## src/rtl/mesi_isc_breq_arb_if.sv

```systemverilog
// rtl/mesi_isc_breq_arb_if.sv - CPU command sampling and broadcast FIFO write bundle for the request arbiter
interface mesi_isc_breq_arb_if #(
    parameter int MBUS_CMD_WIDTH   = 3,
    parameter int ADDR_WIDTH       = 32,
    parameter int BROAD_TYPE_WIDTH = 2,
    parameter int BROAD_ID_WIDTH   = 5
);
    logic [4*MBUS_CMD_WIDTH-1:0] mbus_cmd_array_i;
    logic [4*ADDR_WIDTH-1:0]     mbus_addr_array_i;
    logic                        broad_fifo_full_i;
    logic [3:0]                  mbus_ack_array_o;
    logic                        broad_fifo_wr_o;
    logic [ADDR_WIDTH-1:0]       broad_addr_o;
    logic [BROAD_TYPE_WIDTH-1:0] broad_type_o;
    logic [1:0]                  broad_cpu_id_o;
    logic [BROAD_ID_WIDTH-1:0]   broad_id_o;

    modport master (
        output mbus_cmd_array_i, mbus_addr_array_i, broad_fifo_full_i,
        input  mbus_ack_array_o, broad_fifo_wr_o, broad_addr_o,
               broad_type_o, broad_cpu_id_o, broad_id_o
    );

    modport slave (
        input  mbus_cmd_array_i, mbus_addr_array_i, broad_fifo_full_i,
        output mbus_ack_array_o, broad_fifo_wr_o, broad_addr_o,
               broad_type_o, broad_cpu_id_o, broad_id_o
    );
endinterface

```

## src/rtl/mesi_isc_breq_arb.sv

```systemverilog
// rtl/mesi_isc_breq_arb.sv - round-robin arbiter feeding broadcast requests into the broadcast FIFO
module mesi_isc_breq_arb #(
    parameter int MBUS_CMD_WIDTH   = 3,
    parameter int ADDR_WIDTH       = 32,
    parameter int BROAD_TYPE_WIDTH = 2,
    parameter int BROAD_ID_WIDTH   = 5
) (
    input  logic               clk,
    input  logic               rst,
    mesi_isc_breq_arb_if.slave bus
);
    localparam logic [MBUS_CMD_WIDTH-1:0] CMD_WR_BROAD = MBUS_CMD_WIDTH'(3);
    localparam logic [MBUS_CMD_WIDTH-1:0] CMD_RD_BROAD = MBUS_CMD_WIDTH'(4);

    typedef enum logic [1:0] {IDLE = 2'd0, ISSUE = 2'd1, COOL = 2'd2} state_t;

    state_t                      state, state_next;
    logic [1:0]                  ptr, ptr_next;
    logic [BROAD_ID_WIDTH-1:0]   id_cnt, id_cnt_next;

    logic [MBUS_CMD_WIDTH-1:0]   cpu_cmd [4];
    logic [ADDR_WIDTH-1:0]       cpu_addr [4];
    logic [3:0]                  req;
    logic                        found;
    logic [1:0]                  win;
    logic [1:0]                  scan_idx;

    logic [3:0]                  ack_q, ack_next;
    logic                        wr_q, wr_next;
    logic [ADDR_WIDTH-1:0]       addr_q, addr_next;
    logic [BROAD_TYPE_WIDTH-1:0] type_q, type_next;
    logic [1:0]                  cpu_q, cpu_next;
    logic [BROAD_ID_WIDTH-1:0]   id_q, id_next;

    always_comb begin
        for (int n = 0; n < 4; n++) begin
            cpu_cmd[n]  = bus.mbus_cmd_array_i[n*MBUS_CMD_WIDTH +: MBUS_CMD_WIDTH];
            cpu_addr[n] = bus.mbus_addr_array_i[n*ADDR_WIDTH +: ADDR_WIDTH];
            req[n]      = (cpu_cmd[n] == CMD_WR_BROAD) || (cpu_cmd[n] == CMD_RD_BROAD);
        end
    end

    // Scan upward from the priority pointer, wrapping modulo 4.
    always_comb begin
        found    = 1'b0;
        win      = ptr;
        scan_idx = ptr;
        for (int k = 0; k < 4; k++) begin
            scan_idx = ptr + 2'(k);
            if (!found && req[scan_idx]) begin
                found = 1'b1;
                win   = scan_idx;
            end
        end
    end

    always_comb begin
        state_next  = state;
        ptr_next    = ptr;
        id_cnt_next = id_cnt;
        wr_next     = 1'b0;
        ack_next    = 4'b0000;
        addr_next   = addr_q;
        type_next   = type_q;
        cpu_next    = cpu_q;
        id_next     = id_q;
        case (state)
            IDLE: begin
                if (!bus.broad_fifo_full_i && found) begin
                    state_next = ISSUE;
                    wr_next    = 1'b1;
                    ack_next   = 4'b0001 << win;
                    addr_next  = cpu_addr[win];
                    type_next  = (cpu_cmd[win] == CMD_WR_BROAD) ? BROAD_TYPE_WIDTH'(1)
                                                                : BROAD_TYPE_WIDTH'(2);
                    cpu_next   = win;
                    id_next    = id_cnt;
                end
            end
            ISSUE: begin
                state_next  = COOL;
                id_cnt_next = id_cnt + BROAD_ID_WIDTH'(1);
                ptr_next    = cpu_q + 2'd1;
            end
            COOL: begin
                state_next = IDLE;
            end
            default: begin
                state_next = IDLE;
            end
        endcase
    end

    always_ff @(posedge clk or negedge rst) begin
        if (!rst) begin
            state  <= IDLE;
            ptr    <= 2'd0;
            id_cnt <= '0;
            ack_q  <= 4'b0000;
            wr_q   <= 1'b0;
            addr_q <= '0;
            type_q <= '0;
            cpu_q  <= 2'd0;
            id_q   <= '0;
        end else begin
            state  <= state_next;
            ptr    <= ptr_next;
            id_cnt <= id_cnt_next;
            ack_q  <= ack_next;
            wr_q   <= wr_next;
            addr_q <= addr_next;
            type_q <= type_next;
            cpu_q  <= cpu_next;
            id_q   <= id_next;
        end
    end

    assign bus.mbus_ack_array_o = ack_q;
    assign bus.broad_fifo_wr_o  = wr_q;
    assign bus.broad_addr_o     = addr_q;
    assign bus.broad_type_o     = type_q;
    assign bus.broad_cpu_id_o   = cpu_q;
    assign bus.broad_id_o       = id_q;
endmodule

```

## src/flat_wrapper.sv

```systemverilog
// flat-port wrapper written by rule: the top's interface ports become plain ports
module mesi_isc_breq_arb_flat 
#(
    parameter int MBUS_CMD_WIDTH   = 3,
    parameter int ADDR_WIDTH       = 32,
    parameter int BROAD_TYPE_WIDTH = 2,
    parameter int BROAD_ID_WIDTH   = 5
)
  (clk, rst, bus_mbus_cmd_array_i, bus_mbus_addr_array_i, bus_broad_fifo_full_i, bus_mbus_ack_array_o, bus_broad_fifo_wr_o, bus_broad_addr_o, bus_broad_type_o, bus_broad_cpu_id_o, bus_broad_id_o);
  mesi_isc_breq_arb_if #(.MBUS_CMD_WIDTH(MBUS_CMD_WIDTH), .ADDR_WIDTH(ADDR_WIDTH), .BROAD_TYPE_WIDTH(BROAD_TYPE_WIDTH), .BROAD_ID_WIDTH(BROAD_ID_WIDTH)) bus_i ();
  input  logic clk;
  input  logic rst;
  input wire logic [$bits(bus_i.mbus_cmd_array_i)-1:0] bus_mbus_cmd_array_i;
  input wire logic [$bits(bus_i.mbus_addr_array_i)-1:0] bus_mbus_addr_array_i;
  input wire logic [$bits(bus_i.broad_fifo_full_i)-1:0] bus_broad_fifo_full_i;
  output wire logic [$bits(bus_i.mbus_ack_array_o)-1:0] bus_mbus_ack_array_o;
  output wire logic [$bits(bus_i.broad_fifo_wr_o)-1:0] bus_broad_fifo_wr_o;
  output wire logic [$bits(bus_i.broad_addr_o)-1:0] bus_broad_addr_o;
  output wire logic [$bits(bus_i.broad_type_o)-1:0] bus_broad_type_o;
  output wire logic [$bits(bus_i.broad_cpu_id_o)-1:0] bus_broad_cpu_id_o;
  output wire logic [$bits(bus_i.broad_id_o)-1:0] bus_broad_id_o;
  assign bus_i.mbus_cmd_array_i = bus_mbus_cmd_array_i;
  assign bus_i.mbus_addr_array_i = bus_mbus_addr_array_i;
  assign bus_i.broad_fifo_full_i = bus_broad_fifo_full_i;
  assign bus_mbus_ack_array_o = bus_i.mbus_ack_array_o;
  assign bus_broad_fifo_wr_o = bus_i.broad_fifo_wr_o;
  assign bus_broad_addr_o = bus_i.broad_addr_o;
  assign bus_broad_type_o = bus_i.broad_type_o;
  assign bus_broad_cpu_id_o = bus_i.broad_cpu_id_o;
  assign bus_broad_id_o = bus_i.broad_id_o;
  mesi_isc_breq_arb #(.MBUS_CMD_WIDTH(MBUS_CMD_WIDTH), .ADDR_WIDTH(ADDR_WIDTH), .BROAD_TYPE_WIDTH(BROAD_TYPE_WIDTH), .BROAD_ID_WIDTH(BROAD_ID_WIDTH)) u_core (.clk(clk), .rst(rst), .bus(bus_i));
endmodule
```

## config.mk

```make
export PLATFORM = sky130hd
export DESIGN_NAME = mesi_isc_breq_arb_flat
export DESIGN_NICKNAME = d
export VERILOG_FILES = /design/src/rtl/mesi_isc_breq_arb_if.sv /design/src/rtl/mesi_isc_breq_arb.sv /design/src/flat_wrapper.sv
export SDC_FILE = /design/constraint.sdc
export NUM_CORES = 1
export LEC_CHECK = 0
export BUFFER_PORTS_ARGS = -buffer_cell sky130_fd_sc_hd__clkbuf_2
export CAP_MARGIN = 20
export CORE_AREA = 2 2 88 90
export DETAILED_ROUTE_END_ITERATION = 8
export DIE_AREA = 0 0 90 92
export PLACE_DENSITY_LB_ADDON = 0.08
export SYNTH_ARGS = -nofsm -noshare
export SYNTH_HDL_FRONTEND = slang
export SYNTH_SLANG_ARGS = --single-unit
```

## constraint.sdc

```tcl
create_clock -name clk -period 2.5 [get_ports clk]
set_input_delay 0.125 -clock clk [delete_from_list [all_inputs] [get_ports clk]]
set_output_delay 0.125 -clock clk [all_outputs]
set_load 0.1 [all_outputs]
```

==> run summary, run 1 <==
Run status: finished clean
WL/cell: 14.8 um
R2R cell count: 6
TritonCTS clock tree: built
Min Hold Slack: 128 ps
Post-Syn Area: 3080 um^2
Fin. max-slew vios: 0
M3 GR Usage: 0.0477
Warnings, synthesis: 0
1st-pass router iterations: 4
Synth top cells by count: mux2i_1 (65), nand2_1 (59), dfrtp_1 (55)
Critical path arrival: 2310 ps
Worst-Margin Slew: 703 ps
Clk sink count: 55
CP required: 2680 ps
Nature of the critical path endpoint: register
Final Hold Vio Count: 0
Worst slack at placement: 373 ps
Unrepaired setup endpoints after global routing: false
Net count, final: 620
Inserted Diodes: 0
Syn Area/Cell: 10.6 um^2
Clock root buffer: clkbuf_8
PwrDens: 1450 nW/um^2
Clock skew: 9.40 ps
Max-slew headroom: 0.532
CTS H-tree depth: 2
WS Path Type: register to register
Setup TNS: 0 ps
Ys flop type: dfrtp_1
LEAKAGE: 2.35 nW
Die width: 90 um
Antenna-violating nets left: 0
Tot GR Track Use: 0.203
Core area: 7450 um^2
Synth Net Count: 435
DP HPWL: 6540 um
IO Count: 189
Worst Hold Path Cells: 3
Tcrit/Tclk final: 0.854
Post-CTS Setup Bufs: 0
Antenna violations before repair: 0
Chip Height: 92 um
# setup viols final: 0
Post-synth EDFFs: 0
Clk buf depth: 2
Most frequent cell after synthesis: mux2i_1
Cell variety after synth: 43
GRT met1 Usage: 0.256
Hold Path Class: input port to register
Via Count: 2,967
DRC viols: 0
Congestion Overflow GR: 0
First-pass GRT wire length: 13,700 um
GR Layer Usage met2: 0.358
Worst-path clk slew: 110 ps
1st-iter DRT viols: 73
Layer with the highest usage: met2
Max-capacitance violation count: 0
Post-route setup slack: 364 ps
Fin crit period: 2140 ps
Worst vdd ir: 0.945 mV
Largest net degree at the start of global routing: 56
Initial Util: 0.414
Vias in the first global route: 2,816
Area leader, netlist: dfrtp_1
Sequential area share after synthesis: 0.447
Pwr Total: 6.16 mW
Fmax: 468 MHz
Top cell type's share of synthesized area: 0.447
Largest cells by area after synthesis: dfrtp_1 (45%), mux2i_1 (21%), o221ai_1 (9.1%)
Max FO, Critical Path: 21
Row count: 32
Total wire length: 8570 um
Post-DR vias/cell: 5.12
Total die area: 8280 um^2
Fill cells: 675
PortBufs: 188
Post-synthesis register bit count: 55
Clk_lat worst skew: 310 ps
Syn-to-layout area delta: 38.2%
Synth Instances: 291
CP startpoint kind: register
Layout cells sized above 1: 0.453
GP Congestion: 0.885
CTS Buf Count: 5
Ys async rst share: 1.00
-- critical path, cell delays in order (launching register included) --
cell and delay (ps):
dfrtp_1 490, nor3b_1 300, o221ai_2 190, nand2_4 340, buf_12 230, mux2i_1 270
o221ai_1 160
-- flip-flops by register name (all words and copies together) (netlist names) --
| register | cells |
|---|---|
| u_core.bus.broad_addr_o | 32 |
| u_core.bus.broad_cpu_id_o | 2 |
| u_core.bus.broad_fifo_wr_o | 1 |
| u_core.bus.broad_id_o | 5 |
| u_core.bus.broad_type_o | 2 |
| u_core.bus.mbus_ack_array_o | 4 |
| u_core.id_cnt | 5 |
| u_core.ptr | 2 |
| u_core.state | 2 |
-- placed cells by master (no fill, tap or decap), drive strengths merged --
| cell | synthesis | routed |
|---|---|---|
| clkbuf | 5 | 193 |
| mux2i | 65 | 65 |
| nand2 | 61 | 61 |
| dfrtp | 55 | 55 |
| o221ai | 33 | 33 |
| buf | 15 | 9 |
| nor2 | 7 | 7 |
| a21oi | 6 | 6 |
| xnor2 | 5 | 5 |
| o21ai | 4 | 4 |
| nor3b | 3 | 3 |
| nand3b | 3 | 3 |
| nand4 | 3 | 3 |
| inv | 3 | 3 |
| and3b | 2 | 2 |
| nor3 | 2 | 2 |
| and2 | 2 | 2 |
| clkinv | 0 | 2 |
| or3b | 2 | 2 |
| o211a | 2 | 2 |
| a211oi | 1 | 1 |
| a2111oi | 1 | 1 |
| a31oi | 1 | 1 |
| o211ai | 1 | 1 |
| or2 | 1 | 1 |
| o311ai | 1 | 1 |
| nand4b | 1 | 1 |
| and3 | 1 | 1 |
| nand2b | 1 | 1 |
| o21bai | 1 | 1 |
| a221o | 1 | 1 |
| a221oi | 1 | 1 |
| ha | 1 | 1 |
| clkinvlp | 0 | 1 |
| dlygate4sd3 | 0 | 1 |
-- metrics by stage --
step / util / area (um^2) / cells
after floorplan: - / 3080 / 291
after global placement: 0.558 / 4150 / 570
after detailed placement: 0.558 / 4150 / 570
after CTS: 0.572 / 4260 / 579
after global routing: 0.572 / 4260 / 579
final: 0.572 / 4260 / 579
-- cell type report --
class / count / area (um^2) / area share
flip-flops and latches: 55 / 1380 / 0.323
multi-input cells: 213 / 1590 / 0.374
repair buffers: 198 / 1060 / 0.248
clock buffers: 5 / 68.8 / 0.0162
clock inverters: 3 / 25.0 / 0.00588
well taps: 102 / 128 / 0.0300
inverters: 3 / 11.3 / 0.00264
-- worst paths after layout --
check,from,endpoint,slack [ps]
max,u_core.ptr[0]$_DFFE_PN0N_,u_core.bus.broad_addr_o[1]$_DFFE_PN0P_,360
min,bus_mbus_addr_array_i[3],u_core.bus.broad_addr_o[3]$_DFFE_PN0P_,130
max reg2reg,u_core.ptr[0]$_DFFE_PN0N_,u_core.bus.broad_addr_o[1]$_DFFE_PN0P_,360
min reg2reg,u_core.bus.broad_id_o[1]$_DFFE_PN0P_,u_core.bus.broad_id_o[1]$_DFFE_PN0P_,490
max in group asynchronous,rst,u_core.bus.broad_addr_o[20]$_DFFE_PN0P_,1560
min in group asynchronous,rst,u_core.bus.broad_addr_o[5]$_DFFE_PN0P_,470
-- routing by layer --
layer / wire length, um / share of wire / vias up
met2: 4290 / 0.50 / 134
met4: 44 / 0.0051 / 0
met1: 3600 / 0.42 / 1382
met3: 635 / 0.074 / 4
li1: - / - / 1447
met5: 0 / 0 / -
-- logic make-up (layout without fill, tap and decap cells) --
logic type	Yosys count	after routing	synth area share
AOI/OAI and AO/OA	53	53	0.148
buffers and inverters	23	209	0.0406
and+or+nand+nor	89	89	0.135
adders and majority gates	1	1	0.00406
DFF	55	55	0.447
xor gates and xnor gates	5	5	0.0142
muxes	65	65	0.211
-- what timing repair did --
item	in CTS	in global routing
hold endpoints to repair	55	0
hold buffers	1	0
resized for setup	0	0
-- power by group --
part | leakage [nW] | internal (mW) | switching [mW]
registers | 0.690 | 1.26 | 0.263
clock network | 0.0443 | 0.201 | 0.307
logic | 1.62 | 0.907 | 3.22
total | 2.35 | 2.37 | 3.79
Note: power is estimated with default switching activity, not from simulation.
==> run 2, diff against run 1 <==
Settings changed: ABC_AREA from default to 1, CORE_AREA 2 2 88 90 to 2 2 94 96, DIE_AREA 0 0 90 92 to 0 0 96 98.
==> run summary, run 2 <==
Ys flop type: dfrtp_1 (unchanged)
Tot GR Track Use: 0.234 (was 0.203)
PortBufs: 188 (unchanged)
Most used cell, CP: nand2_2
Number of flip-flops in the largest register: 32 (unchanged)
Largest cells by area after synthesis: dfrtp_1 (37%), nand2_1 (22%), nand3_1 (8.4%) (was dfrtp_1 (45%), mux2i_1 (21%), o221ai_1 (9.1%))
Max FO, Critical Path: 26 (was 21)
Die width: 96 um (was 90 um)
Tcrit/Tclk final: 0.914 (was 0.854)
Worst-Margin Slew: 698 ps (was 703 ps)
Most frequent cell after synthesis: nand2_1 (was mux2i_1)
Area leader, netlist: dfrtp_1 (unchanged)
Worst-path clk slew: 90 ps (was 110 ps)
Antenna violations before repair: 0 (unchanged)
Run status: finished clean (unchanged)
CTS Buf Count: 5 (unchanged)
Worst Hold Path Cells: 5 (was 3)
Post-DR vias/cell: 4.86 (was 5.12)
Crit path max-delay family: simple AND/OR/NAND/NOR gates (unchanged)
Clock root buffer: clkbuf_8 (unchanged)
Post-CTS Setup Bufs: 0 (unchanged)
Layout cells sized above 1: 0.313 (was 0.453)
Clk sink count: 55 (unchanged)
GP Congestion: 0.833 (was 0.885)
CTS H-tree depth: 2 (unchanged)
1st-pass router iterations: 4 (unchanged)
CP Buf/Inv Count: 3 (was 1)
Max-slew headroom: 0.534 (was 0.532)
Via Count: 4,179 (was 2,967)
Synth Net Count: 713 (was 435)
Net count, final: 895 (was 620)
Largest net degree at the start of global routing: 56 (unchanged)
R2R cell count: 14 (was 6)
Fmax: 437 MHz (was 468 MHz)
WP depth: 14 (was 6)
Max-capacitance violation count: 0 (unchanged)
Hold Path Class: input port to register (unchanged)
TritonCTS clock tree: built (unchanged)
Clk_lat worst skew: 300 ps (was 310 ps)
Sequential area share after synthesis: 0.369 (was 0.447)
Post-synth EDFFs: 0 (unchanged)
Antenna-violating nets left: 0 (unchanged)
Row count: 34 (was 32)
DRC viols: 0 (unchanged)
Syn Area/Cell: 6.56 um^2 (was 10.6 um^2)
Post-synthesis register bit count: 55 (unchanged)
Synth Instances: 569 (was 291)
Fin crit period: 2290 ps (was 2140 ps)
Congestion Overflow GR: 0 (unchanged)
Ys async rst share: 1.00 (unchanged)
Slowest cell on crit path: dfrtp_2 (was dfrtp_1)
Total wire length: 10,900 um (was 8570 um)
# setup viols final: 0 (unchanged)
Inserted Diodes: 0 (unchanged)
CP required: 2740 ps (was 2680 ps)
Syn-to-layout area delta: 30.2% (was 38.2%)
Warnings, synthesis: 0 (unchanged)
Clk buf depth: 2 (unchanged)
WL/cell: 12.6 um (was 14.8 um)
Total die area: 9410 um^2 (was 8280 um^2)
WS Path Type: register to register (unchanged)
Core area: 8470 um^2 (was 7450 um^2)
Commonest cells after routing, fill and taps aside: nand2_1 (222), clkbuf_2 (188), nor2_1 (73) (was clkbuf_2 (188), mux2i_1 (65), nand2_1 (59))
Unrepaired setup endpoints after global routing: false (unchanged)
Final Hold Vio Count: 0 (unchanged)
First-pass GRT wire length: 17,800 um (was 13,700 um)
Fin. max-slew vios: 0 (unchanged)
Initial Util: 0.441 (was 0.414)
CP startpoint kind: register (unchanged)
Critical path arrival: 2520 ps (was 2310 ps)
Clock skew: 5.20 ps (was 9.40 ps)
Cells along the critical path: xnor2_4 > inv_2 > nand3_2 > nand2_2 > nor2_4 > nand3_2 > nand2_2 > nand2_2 > inv_2 > buf_12 > nand2_1 > nand2_1 > nor2_1 > nor2_1 (was nor3b_1 > o221ai_2 > nand2_4 > buf_12 > mux2i_1 > o221ai_1)
Commonest non-fill, non-tap cell in the layout: nand2_1 (was clkbuf_2)
Vias in the first global route: 3,950 (was 2,816)
Nature of the critical path endpoint: register (unchanged)
Cell variety after synth: 28 (was 43)
IO Count: 189 (unchanged)
Synth top cells by count: nand2_1 (222), nor2_1 (74), nand3_1 (63) (was mux2i_1 (65), nand2_1 (59), dfrtp_1 (55))
Critical Path Max Stage Delay: 510 ps (was 490 ps)
Top cell type's share of synthesized area: 0.369 (was 0.447)
Chip Height: 98 um (was 92 um)
1st-iter DRT viols: 139 (was 73)
Setup TNS: 0 ps (unchanged)
DP HPWL: 8400 um (was 6540 um)
Post-Syn Area: 3730 um^2 (was 3080 um^2)
-- run 2: cell families (layout without fill, tap and decap cells) --
group | Yosys count | count (layout) | synth area share
AOI/OAI and AO/OA | 27 | 27 | 0.0362
xor gates and xnor gates | 6 | 6 | 0.0191
adders and majority gates | 1 | 1 | 0.00335
buffers and inverters | 63 | 245 | 0.0841
DFF | 55 | 55 | 0.369
and+or+nand+nor | 417 | 417 | 0.489
-- run 2: metal layers --
layer	GRT usage	up-vias	wire length, um
met4	0.0604	0	180
met3	0.0378	15	739
li1	-	2128	-
met2	0.408	145	5250
met5	0	-	0
met1	0.296	1891	4690
-- run 2: cell type report --
class | count | area, um^2
tap | 108 | 135
sequential | 55 | 1380
clock inverter | 1 | 5.00
multi-input combinational | 451 | 2050
timing repair buffer | 206 | 1090
clock buffer | 6 | 82.6
fill | 882 | 3600
inverter | 32 | 123
-- run 2: stage by stage --
stage | hold slack (ps) | utilization | instances | area [um^2] | setup slack (ps)
floorplan | -171 | - | 569 | 3730 | 529
global placement | 316 | 0.562 | 851 | 4760 | 235
detailed placement | 324 | 0.562 | 851 | 4760 | 84.7
CTS | 129 | 0.573 | 859 | 4850 | 71.3
global route | 162 | 0.574 | 859 | 4860 | 0.600
finish | 134 | 0.574 | 859 | 4860 | 214
-- run 2: worst paths after layout --
| kind | startpoint | to | slack [ps] |
|---|---|---|---|
| max in group asynchronous | rst | u_core.ptr[0]$_DFFE_PN0N_ | 1510 |
| hold reg to reg | u_core.id_cnt[4]$_DFFE_PN0N_ | u_core.id_cnt[4]$_DFFE_PN0N_ | 480 |
| setup / recovery | u_core.ptr[0]$_DFFE_PN0N_ | u_core.bus.broad_addr_o[15]$_DFFE_PN0P_ | 210 |
| min in group asynchronous | rst | u_core.bus.broad_addr_o[4]$_DFFE_PN0P_ | 470 |
| setup reg to reg | u_core.ptr[0]$_DFFE_PN0N_ | u_core.bus.broad_addr_o[15]$_DFFE_PN0P_ | 210 |
| hold / removal | bus_mbus_addr_array_i[117] | u_core.bus.broad_addr_o[21]$_DFFE_PN0P_ | 130 |
-- run 2: worst min-delay path, cell delays in order --
cell	delay (ps)
clkbuf_2	70
nand2_1	40
nand2_1	50
nor2_1	40
nor2_1	80
-- run 2: what timing repair did --
| item | in CTS | in global routing |
|---|---|---|
| resized for setup | 0 | 4 |
| endpoints found under the hold margin | 42 | 0 |
| endpoints found under the setup margin | 0 | 31 |
| hold buffers | 1 | 0 |
Power of run 2 is not shown: default switching activity piles up to over one toggle a cycle in this logic, so the estimate is an artifact.
==> run 3, diff against run 2 <==
Settings changed: ABC_CLOCK_PERIOD_IN_PS from default to 2500, CORE_AREA 2 2 94 96 to 8 8 100 102, CTS_BUF_LIST from default to sky130_fd_sc_hd__clkbuf_8 sky130_fd_sc_hd__clkbuf_16, DIE_AREA 0 0 96 98 to 0 0 108 110.
==> run summary, run 3 (same netlist as run 2, synthesis figures left out) <==
Crit path max-delay family: simple AND/OR/NAND/NOR gates (unchanged)
Fmax: 439 MHz (was 437 MHz)
1st-pass router iterations: 6 (was 4)
R2R setup slack: 220 ps (was 210 ps)
CP startpoint kind: register (unchanged)
Critical Path Max Stage Delay: 500 ps (was 510 ps)
Cells along the critical path: xnor2_4 > nand3_1 > nand2_2 > nor2_4 > nand3b_1 > nand3_2 > inv_2 > buf_12 > nand3_1 > buf_12 > o21ai_0 > nor2_1 (was xnor2_4 > inv_2 > nand3_2 > nand2_2 > nor2_4 > nand3_2 > nand2_2 > nand2_2 > inv_2 > buf_12 > nand2_1 > nand2_1 > nor2_1 > nor2_1)
Total wire length: 12,100 um (was 10,900 um)
Initial Util: 0.441 (unchanged)
Tcrit/Tclk final: 0.912 (was 0.914)
Die width: 108 um (was 96 um)
Reg-to-Reg Start: u_core.ptr[0]$_DFFE_PN0N_ (unchanged)
Unrepaired setup endpoints after global routing: false (unchanged)
Clock skew: 11.2 ps (was 5.20 ps)
DP HPWL: 9290 um (was 8400 um)
Clk buf depth: 2 (unchanged)
Fin crit period: 2280 ps (was 2290 ps)
Post-DR vias/cell: 4.82 (was 4.86)
WL/cell: 14.1 um (was 12.6 um)
Cells after DPL: 848 (was 851)
Commonest non-fill, non-tap cell in the layout: nand2_1 (unchanged)
Run status: finished clean (unchanged)
Vias in the first global route: 4,036 (was 3,950)
# setup viols final: 0 (unchanged)
Hold EP: u_core.bus.broad_addr_o[1]$_DFFE_PN0P_ (was u_core.bus.broad_addr_o[21]$_DFFE_PN0P_)
Worst-path clk slew: 120 ps (was 90 ps)
Antenna violations before repair: 0 (unchanged)
Syn-to-layout area delta: 31.1% (was 30.2%)
Worst Hold Path Cells: 5 (unchanged)
Via Count: 4,142 (was 4,179)
Fin. max-slew vios: 0 (unchanged)
Nature of the critical path endpoint: register (unchanged)
Core area: 8470 um^2 (unchanged)
DP Area: 4760 um^2 (about the same)
CP Buf/Inv Count: 3 (unchanged)
CP required: 2710 ps (was 2740 ps)
Max FO, Critical Path: 43 (was 26)
Row count: 34 (unchanged)
Slowest cell on crit path: dfrtp_2 (unchanged)
Chip Height: 110 um (was 98 um)
Clock root buffer: clkbuf_8 (unchanged)
First-pass GRT wire length: 19,200 um (was 17,800 um)
Hold Path Class: input port to register (unchanged)
CTS H-tree depth: 2 (unchanged)
Inserted Diodes: 0 (unchanged)
R2R cell count: 12 (was 14)
Final instance area: 4890 um^2 (was 4860 um^2)
TritonCTS clock tree: built (unchanged)
Largest net degree at the start of global routing: 56 (unchanged)
Total die area: 11,900 um^2 (was 9410 um^2)
DRC viols: 0 (unchanged)
GP Congestion: 0.873 (was 0.833)
Setup TNS: 0 ps (unchanged)
Clk sink count: 55 (unchanged)
PortBufs: 188 (unchanged)
Antenna-violating nets left: 0 (unchanged)
WS Path Type: register to register (unchanged)
R2r endpoint: u_core.bus.broad_addr_o[15]$_DFFE_PN0P_ (unchanged)
Critical path arrival: 2490 ps (was 2520 ps)
Worst-Margin Slew: 718 ps (was 698 ps)
Min Hold Slack: 124 ps (was 134 ps)
Tot GR Track Use: 0.196 (was 0.234)
CTS Buf Count: 5 (unchanged)
Fill cells: 847 (was 882)
Number of flip-flops in the largest register: 32 (unchanged)
IO Count: 189 (unchanged)
Clk_lat worst skew: 320 ps (was 300 ps)
Final Hold Vio Count: 0 (unchanged)
Commonest cells after routing, fill and taps aside: nand2_1 (222), clkbuf_2 (189), nor2_1 (74) (was nand2_1 (222), clkbuf_2 (188), nor2_1 (73))
1st-iter DRT viols: 180 (was 139)
Worst hold start: bus_mbus_addr_array_i[97] (was bus_mbus_addr_array_i[117])
Finished Layout Cells: 859 (unchanged)
Max-slew headroom: 0.522 (was 0.534)
Net count, final: 894 (was 895)
Layout cells sized above 1: 0.313 (unchanged)
Max-capacitance violation count: 0 (unchanged)
Congestion Overflow GR: 0 (unchanged)
## run 3: timing repair
item,in CTS,in global routing
resized for setup,0,6
buffers inserted,0,2
hold buffers,1,0
hold endpoints to repair,55,0
endpoints found under the setup margin,0,34
## run 3: through the flow
step / utilization / setup WS (ps)
4_1_cts: 0.575 / 54.7
3_5_place_dp: 0.562 / 82.8
6_report: 0.578 / 221
2_1_floorplan: - / 529
5_1_grt: 0.578 / 15.6
3_3_place_gp: 0.562 / 173
## run 3: tightest hold or removal path, stage by stage
cell      delay [ps]
clkbuf_2          70
nand2_1           40
nand2_1           50
nor2_1            30
nor2_1            80
## run 3: layer usage
metal / vias up / share of wire / track usage
met5: - / 0 / 0
li1: 2124 / - / -
met2: 118 / 0.50 / 0.338
met1: 1888 / 0.41 / 0.240
met4: 0 / 0.012 / 0.0555
met3: 12 / 0.078 / 0.0453
## run 3: how the worst max path moves through the flow
stage                               from                                      end  slack [ps]  depth (start not counted)
6_report       u_core.ptr[0]$_DFFE_PN0N_  u_core.bus.broad_addr_o[15]$_DFFE_PN0P_         220                         12
5_1_grt        u_core.ptr[0]$_DFFE_PN0N_  u_core.bus.broad_addr_o[15]$_DFFE_PN0P_          20                         12
4_1_cts        u_core.ptr[0]$_DFFE_PN0N_   u_core.bus.broad_type_o[0]$_DFFE_PN0P_          50                         13
3_5_place_dp   u_core.ptr[0]$_DFFE_PN0N_   u_core.bus.broad_type_o[0]$_DFFE_PN0P_          80                         13
3_3_place_gp   u_core.ptr[0]$_DFFE_PN0N_   u_core.bus.broad_addr_o[7]$_DFFE_PN0P_         170                         13
2_1_floorplan  u_core.ptr[0]$_DFFE_PN0N_   u_core.bus.broad_addr_o[5]$_DFFE_PN0P_         530                         14
## run 3: final cells by class
type                    count  area, um^2  share of cell area
inverters                  32         123              0.0251
well taps                 108         135              0.0276
flip-flops and latches     55        1380               0.282
repair buffers            205        1120               0.228
clock inverters             3        27.5             0.00562
clock buffers               5        68.8              0.0141
multi-input cells         451        2040               0.418
Power of run 3 is left out for the same reason.
